**src/rtl/fifo_uart_tx.sv**
```systemverilog
// Drains a registered-output FIFO and sends each byte as an 8N1-style UART frame (start, LSB-first data, stop).
// Start bit begins 2 cycles after a non-empty FIFO is seen; frames never stall once started, new pops only when enabled.
module fifo_uart_tx #(
  parameter int DATA_WIDTH   = 8,
  parameter int CLKS_PER_BIT = 16,
  parameter int COUNT_WIDTH  = 16
) (
  input  logic                   clk,
  input  logic                   rst_n,
  input  logic                   enable,
  input  logic                   fifo_empty,
  input  logic [DATA_WIDTH-1:0]  fifo_data,
  output logic                   fifo_pop,
  output logic                   tx,
  output logic                   busy,
  output logic [COUNT_WIDTH-1:0] frames_sent
);

  localparam int BAUD_W = (CLKS_PER_BIT > 1) ? $clog2(CLKS_PER_BIT) : 1;
  localparam int BIT_W  = $clog2(DATA_WIDTH + 1);
  localparam logic [BAUD_W-1:0] BAUD_LAST = BAUD_W'(CLKS_PER_BIT - 1);
  localparam logic [BIT_W-1:0]  BIT_LAST  = BIT_W'(DATA_WIDTH - 1);

  typedef enum logic [2:0] {
    S_IDLE,
    S_POP,
    S_LOAD,
    S_START,
    S_DATA,
    S_STOP
  } state_t;

  state_t                state;
  state_t                state_nxt;
  logic [BAUD_W-1:0]     baud_cnt;
  logic [BIT_W-1:0]      bit_cnt;
  logic [DATA_WIDTH-1:0] shreg;
  logic                  baud_last;
  logic                  start_ok;

  assign baud_last = (baud_cnt == BAUD_LAST);
  assign start_ok  = enable && !fifo_empty;
  assign busy      = (state != S_IDLE);

  always_ff @(posedge clk or negedge rst_n) begin
    if (!rst_n) begin
      state <= S_IDLE;
    end else begin
      state <= state_nxt;
    end
  end

  // tx is decoded from state so reset forces the line high without waiting for a clock.
  always_comb begin
    state_nxt = state;
    fifo_pop  = 1'b0;
    tx        = 1'b1;
    case (state)
      S_IDLE: begin
        if (start_ok) state_nxt = S_POP;
      end
      S_POP: begin
        fifo_pop  = 1'b1;
        state_nxt = S_LOAD;
      end
      S_LOAD: begin
        state_nxt = S_START;
      end
      S_START: begin
        tx = 1'b0;
        if (baud_last) state_nxt = S_DATA;
      end
      S_DATA: begin
        tx = shreg[0];
        if (baud_last && (bit_cnt == BIT_LAST)) state_nxt = S_STOP;
      end
      S_STOP: begin
        if (baud_last) state_nxt = start_ok ? S_POP : S_IDLE;
      end
      default: begin
        state_nxt = S_IDLE;
      end
    endcase
  end

  always_ff @(posedge clk or negedge rst_n) begin
    if (!rst_n) begin
      baud_cnt    <= '0;
      bit_cnt     <= '0;
      shreg       <= '0;
      frames_sent <= '0;
    end else begin
      case (state)
        S_LOAD: begin
          shreg    <= fifo_data;
          baud_cnt <= '0;
          bit_cnt  <= '0;
        end
        S_START, S_DATA, S_STOP: begin
          baud_cnt <= baud_last ? '0 : baud_cnt + BAUD_W'(1);
        end
        default: begin
          baud_cnt <= '0;
        end
      endcase
      if ((state == S_DATA) && baud_last) begin
        shreg   <= shreg >> 1;
        bit_cnt <= bit_cnt + BIT_W'(1);
      end
      if ((state == S_STOP) && baud_last) begin
        frames_sent <= frames_sent + COUNT_WIDTH'(1);
      end
    end
  end

endmodule

```
**config.mk**
```make
export PLATFORM = sky130hd
export DESIGN_NAME = fifo_uart_tx
export DESIGN_NICKNAME = d
export VERILOG_FILES = /design/src/rtl/fifo_uart_tx.sv
export SDC_FILE = /design/constraint.sdc
export NUM_CORES = 1
export LEC_CHECK = 0
export BUFFER_PORTS_ARGS = -buffer_cell sky130_fd_sc_hd__buf_2
export CELL_PAD_IN_SITES_DETAIL_PLACEMENT = 0
export CELL_PAD_IN_SITES_GLOBAL_PLACEMENT = 1
export CORE_AREA = 2 2 78 80
export CTS_CLUSTER_SIZE = 16
export DETAILED_ROUTE_END_ITERATION = 8
export DIE_AREA = 0 0 80 82
export PLACE_DENSITY = 0.63
export SYNTH_ARGS = -nofsm -noshare
export SYNTH_HDL_FRONTEND = slang
export SYNTH_SLANG_ARGS = --single-unit
```
**constraint.sdc**
```tcl
create_clock -name clk -period 2.4 [get_ports clk]
set_clock_uncertainty 0.05 [all_clocks]
set_input_delay 0.36 -clock clk [delete_from_list [all_inputs] [get_ports clk]]
set_output_delay 0.36 -clock clk [all_outputs]
set_load 0.02 [all_outputs]
```
======== Word-level counts from Yosys, hierarchy flattened ========
Cells that the tools add are included.
storage, ports and cells
  bits in registers ....................... 35
  bits of input ports ..................... 12
  output and inout bits ................... 19
  word-level logic and storage cells ...... 43
operators by class
  add/subtract/negate cells ............... 3
  eq/ne operators ......................... 11
  muxes and demuxes ....................... 14
  reduce and logical (&&, ||, !) cells .... 10
operator list
  cell                                                                   count
  3-bit one-hot mux with 6 select lines                                  1
  16-bit by 1-bit adder with 16-bit output, second input constant        1
  4-bit 2-to-1 mux                                                       4
  8-bit 2-to-1 mux                                                       2
  3-bit 2-to-1 mux                                                       4
  4-bit by 1-bit adder with 4-bit output, second input constant          2
  2-bit != test, second input constant                                   4
  3-bit by 2-bit equality test with 1-bit output, second input constant  2
  3-bit equality test, second input constant                             2
  4-bit by 3-bit equality test with 1-bit output, second input constant  1
  4-bit equality test, second input constant                             1
  1-bit logical AND                                                      4
  4-bit AND reduction                                                    1
  3-bit by 1-bit equality test with 1-bit output, second input constant  1
  3-bit zero test                                                        1
  3-bit nonzero test                                                     1
  3-bit OR reduction                                                     1
  1-bit 2-to-1 mux                                                       2
  1-bit one-hot mux with 2 select lines                                  1
  2-bit nonzero test                                                     1
  1-bit zero test                                                        1

======== Depth between registers and ports, before layout ========
  depth in word-level cells ............... 5
  gate-level depth with buffers ........... 7
  mapped depth without buffers ............ 5

======== Worst setup path after synthesis ========
Ideal clock, no wire load.
  path kind ............................... reg2reg
  start ................................... register baud_cnt[0]
  end ..................................... register shreg[0]
  setup time .............................. 0.124 ns
  data arrival time ....................... 1.570 ns
  data required time ...................... 2.226 ns
  slack ................................... 0.656 ns
  stages on the path, launching flop included .. 8
  path buffers ............................ 2
  period minus slack after synthesis ...... 1.744 ns
  cells stage by stage .................... dfrtp_1 -> ha_1 -> and3_2 -> clkbuf_2 -> and3_1 -> buf_4 -> a22oi_1 -> nand2_1
on the way
  longest elaborated chain between the ends .. 3
  elaborated cells between the ends (all ways) .. 4
  those cells by class .................... 1 x eq/ne; 1 x mux; 2 x reduce/logical
ends and longest elaborated chain
  what                                                           RTL line  RTL
  start: declaration                                             35        logic [BAUD_W-1:0] baud_cnt;
  start signal: assignment                                       100       baud_cnt <= baud_last ? '0 : baud_cnt + BAUD_W'(1);
  4-bit equality test *                                          41        assign baud_last = (baud_cnt == BAUD_LAST);
  1-bit logical AND *                                            106       if ((state == S_DATA) && baud_last) begin
  8-bit 2-to-1 mux / 2-bit nonzero test (equally long branches)  -
  end signal: assignment                                         95        shreg <= fifo_data;
  end signal: assignment                                         107       shreg <= shreg >> 1;
  end: declaration                                               37        logic [DATA_WIDTH-1:0] shreg;
Every way passes the cells marked *; elsewhere a longest branch is shown, timed or not.
A chain may end at the register's enable or synchronous reset.

======== Worst setup path after layout ========
  start ................................... register state[1]
  end ..................................... output port tx
on the way
  longest elaborated chain between the ends .. 2
  elaborated cells between the ends (all ways) .. 3
  those cells by class .................... 2 x eq/ne; 1 x mux
ends and longest elaborated chain
  what                                                                                          RTL line  RTL
  start: declaration                                                                            33        state_t state;
  start signal: assignment                                                                      49        state <= state_nxt;
  3-bit equality test / 3-bit by 2-bit equality test with 1-bit output (equally long branches)  58        case (state)
  1-bit one-hot mux with 2 select lines *                                                       58
  end: declaration                                                                              14        output logic tx,
Marks and branches as above.

==> run summary <==
The run finished with clean final reports. The switching power total is between 0.2 and 0.25 mW. The H-tree was split into 2 levels. STA puts the critical path data required time at just under 2 ns.

Wires add up to 3190 microns. The number of buffers added by the clock tree synthesis step came out at 5. The largest net degree at the start of global routing is 36.

The clock tree buffer depth came out at 2. The effective utilization at floorplan came out at 0.290. During I/O placement, the number of pins put on the boundary was 31. The number of nets with antenna violations after routing is 0. Setup repair after global routing left no endpoint under its margin. The worst setup path is captured at a primary output. The synthesized-area fraction occupied by ao, oa, aoi and oai cells came out at 0.0887. The average size of a mapped cell is between 10 and 15 sq um.

The final count of pins violating max slew is 0. The via density per instance is roughly 4.6. After routing, the total negative slack on setup checks comes to 0 ns. The area inside the core boundary came out at roughly 5700 sq um.

The proportion of synthesized area in mux cells came out at 0.0256. The layout has ~600 filler cells. The worst setup path is launched from a flip-flop.

For this design, the slowest cell found on the critical path is dfrtp_1. The number of antenna violations at the first check in global routing is 0. The count of buffers added on input and output ports is 30. For this run, the register share of the synthesized area comes to 0.526. Summed over all nets, the half-perimeter wirelength after detailed placement is approximately 2200 microns. Cell internal power was estimated by the tool at ~0.9 mW.

The static leakage is 0.953 nW. Buffers inserted to repair hold after CTS numbered 0. The placer congestion estimate is around 0.7. The number of warnings reported in the yosys synthesis log came out at 0.

The worst slack at placement is ~0.54 ns. The transition time at the pin with the least slew margin came out at 0.808 ns. The via count of the first global-routing pass is 1202. The final routed DRC violation total is 0. The type of the setup path with the least slack is flip-flop to primary output. The cell count after placement is approximately 250. The floorplan has 28 rows. The wire length per cell after detailed routing came out at roughly 12 microns.

The maximum cell stage delay along the critical path came out at 0.61 ns. Summing all flip-flop and latch instances after layout gives between 800 and 900 sq um. Once layout is complete, the utilization of the core stands at 0.348.

The top fanout value on the critical path came out at 12. The final setup slack of the worst path came out at between 0.4 and 0.5 ns. The minimum clock period is roughly 1.9 ns. The overall overflow remaining after global route is 0. The tightest min-delay check is of the primary input to async pin type. The floorplan die height is approximately 82 microns.

The cell area after synthesis came out at ~1700 sq um. Traced cell by cell, the critical path runs through nor2_1 -> a31oi_1 -> buf_2. The post-synth net total is around 170. TritonCTS built the clock tree. The most used flip-flop cell after synthesis is dfrtp_1. The number of instances in the synthesized netlist is roughly 150. The number of vias in the routed layout came out at roughly 1200.

The number of register bits inferred by synthesis is 35. The iteration count of the initial detailed-routing pass came out at 4. The multi-input combinational cells in the finished layout cover a total of about 740 sq um.

The number of violations reported at the end of detailed-routing iteration 0 is 41. Power spread over the standard cell area amounts to about 580 nW/um^2. The max-capacitance violation count is 0. The XOR/XNOR share of the synthesized area came out at 0.0895.

The fraction of power consumed by the clock network is 0.458. Dividing the final minimum period by the clock period gives 0.806. The final setup violation count is 0. The share of flip-flops with an asynchronous set or reset came out at 1.00. The worst slew slack as a fraction of its limit is 0.461.

The wire length of the first global-routing pass came out at approximately 5400 microns. The tree is rooted in a clkbuf_8. After layout, the design draws a total of around 1.2 mW. Of the total power, registers draw 0.516. The total global routing track utilization is 0.108. The number of synthesized flops with an enable pin is 0.

The worst-case IR drop observed on VDD is 0.341 mV. The total number of clock tree sinks came out at 35. The ratio of cells with drive above 1 in the final layout is 0.257.

The final standard cell count with taps included and fillers excluded is between 200 and 300. The clock insertion delay at the later pin of the skew report came out at ~0.29 ns. The area growth from synthesis to layout is 20.1%. The part of the power in combinational logic came out at 0.026. The switching fraction of total power came out at 0.211. The depth of the most critical reg-to-reg path came out at 5. The post-cts repair resize count is 0.

The critical path data arrival time is roughly 1.5 ns. The final-stage net count is 201. By area, the combinational part of the netlist is dominated by simple AND/OR/NAND/NOR gates. After clock tree synthesis, the clock-pin slew on the worst setup and hold paths is ~0.08 ns. The total count of hold-check failures in the final report came out at 0. Of the total synthesized cell area, the portion taken by AND, OR, NAND and NOR gates is 0.218. The number of buffers inserted to repair setup after CTS came out at 0. The antenna diode instance count is 0. The horizontal die dimension came out at about 80 microns.

The adder and majority cell fraction of the synthesized area came out at 0.0226. Timing would allow up to roughly 0.52 GHz. The count of cell types in the netlist came out at 36.

The area of the die is about 6600 sq um.
## power by group through the flow
stage                     clock (mW)  sequential [mW]  combinational [mW]
after floorplan                    0            0.609             0.00846
after global placement             0            0.610              0.0326
after detailed placement           0            0.610              0.0326
after CTS                      0.554            0.598              0.0325
after global routing           0.582            0.599              0.0364
final                          0.532            0.598              0.0307
## state kept, by name, summed over array words and instances, names as in the netlist
| signal | flops |
|---|---|
| state | 3 |
| baud_cnt | 4 |
| frames_sent | 16 |
| bit_cnt | 4 |
| shreg | 8 |
## cell usage in the layout (no fill, tap or decap), types with 2 or more instances in the layout
master and n:
nand3_1 7, buf_2 30, a21oi_1 5, nor2_1 5, nor3_1 4, dfrtp_1 35
and3_1 6, nand3b_1 2, xor2_1 5, clkbuf_8 5, a31oi_1 3, a22oi_1 7
mux2i_1 2, nand2_1 25, o21ai_0 3, nand4_1 4, mux2_2 2, ha_1 3
buf_4 2, inv_1 3, xnor2_1 12
## cell families after synthesis
| kind of cell | after synthesis |
|---|---|
| and+or+nand+nor | 63 |
| buffers and inverters | 10 |
| muxes | 4 |
| DFF | 35 |
| xor gates and xnor gates | 17 |
| AOI/OAI and AO/OA | 22 |
| adders and majority gates | 3 |
## final timing paths
check,startpoint,to,slack [ns]
max,state[1],tx,0.47
min,rst_n,frames_sent[9],0.1
max reg2reg,baud_cnt[0],frames_sent[15],0.57
min reg2reg,shreg[6],shreg[6],0.43
max in group asynchronous,rst_n,shreg[0],1.68
min in group clk,fifo_data[6],shreg[6],0.24
## area by class of cell
class | count | area share
flip-flops and latches | 35 | 0.438
multi-input cells | 109 | 0.370
repair buffers | 32 | 0.0827
well taps | 75 | 0.0470
clock buffers | 5 | 0.0344
clock inverters | 3 | 0.0219
inverters | 3 | 0.00564
## through the flow
stage          hold slack, ns  instance area (sq um)
2_1_floorplan          0.0144                   1660
3_3_place_gp            0.412                   1890
3_5_place_dp            0.417                   1890
4_1_cts                 0.139                   2000
5_1_grt                 0.177                   2000
6_report               0.0965                   2000
## cells in the mapped netlist (3+ instances only)
master    n  area [sq um]
a21oi_1   5          25.0
a22oi_1   7          52.6
a31oi_1   3          18.8
and3_1    6          37.5
dfrtp_1  35           876
ha_1      3          37.5
inv_1     3          11.3
nand2_1  25          93.8
nand3_1   7          35.0
nand4_1   4          25.0
nor2_1    5          18.8
nor3_1    4          20.0
o21ai_0   3          15.0
xnor2_1  12           105
xor2_1    5          43.8
## critical path: cells and delay by family, from the launching register on
family	cells	cell delay, ns
compound gates	1	0.24
flops	1	0.61
simple gates	1	0.19
buf+inv	1	0.20
## per-layer routing
metal,share of wire,vias to the layer above,track usage
met5,0,-,0
met4,0.015,0,0.0407
met3,0.043,7,0.0330
met2,0.45,27,0.181
met1,0.49,579,0.131
li1,-,602,-
Note: power is estimated with default switching activity, not from simulation.
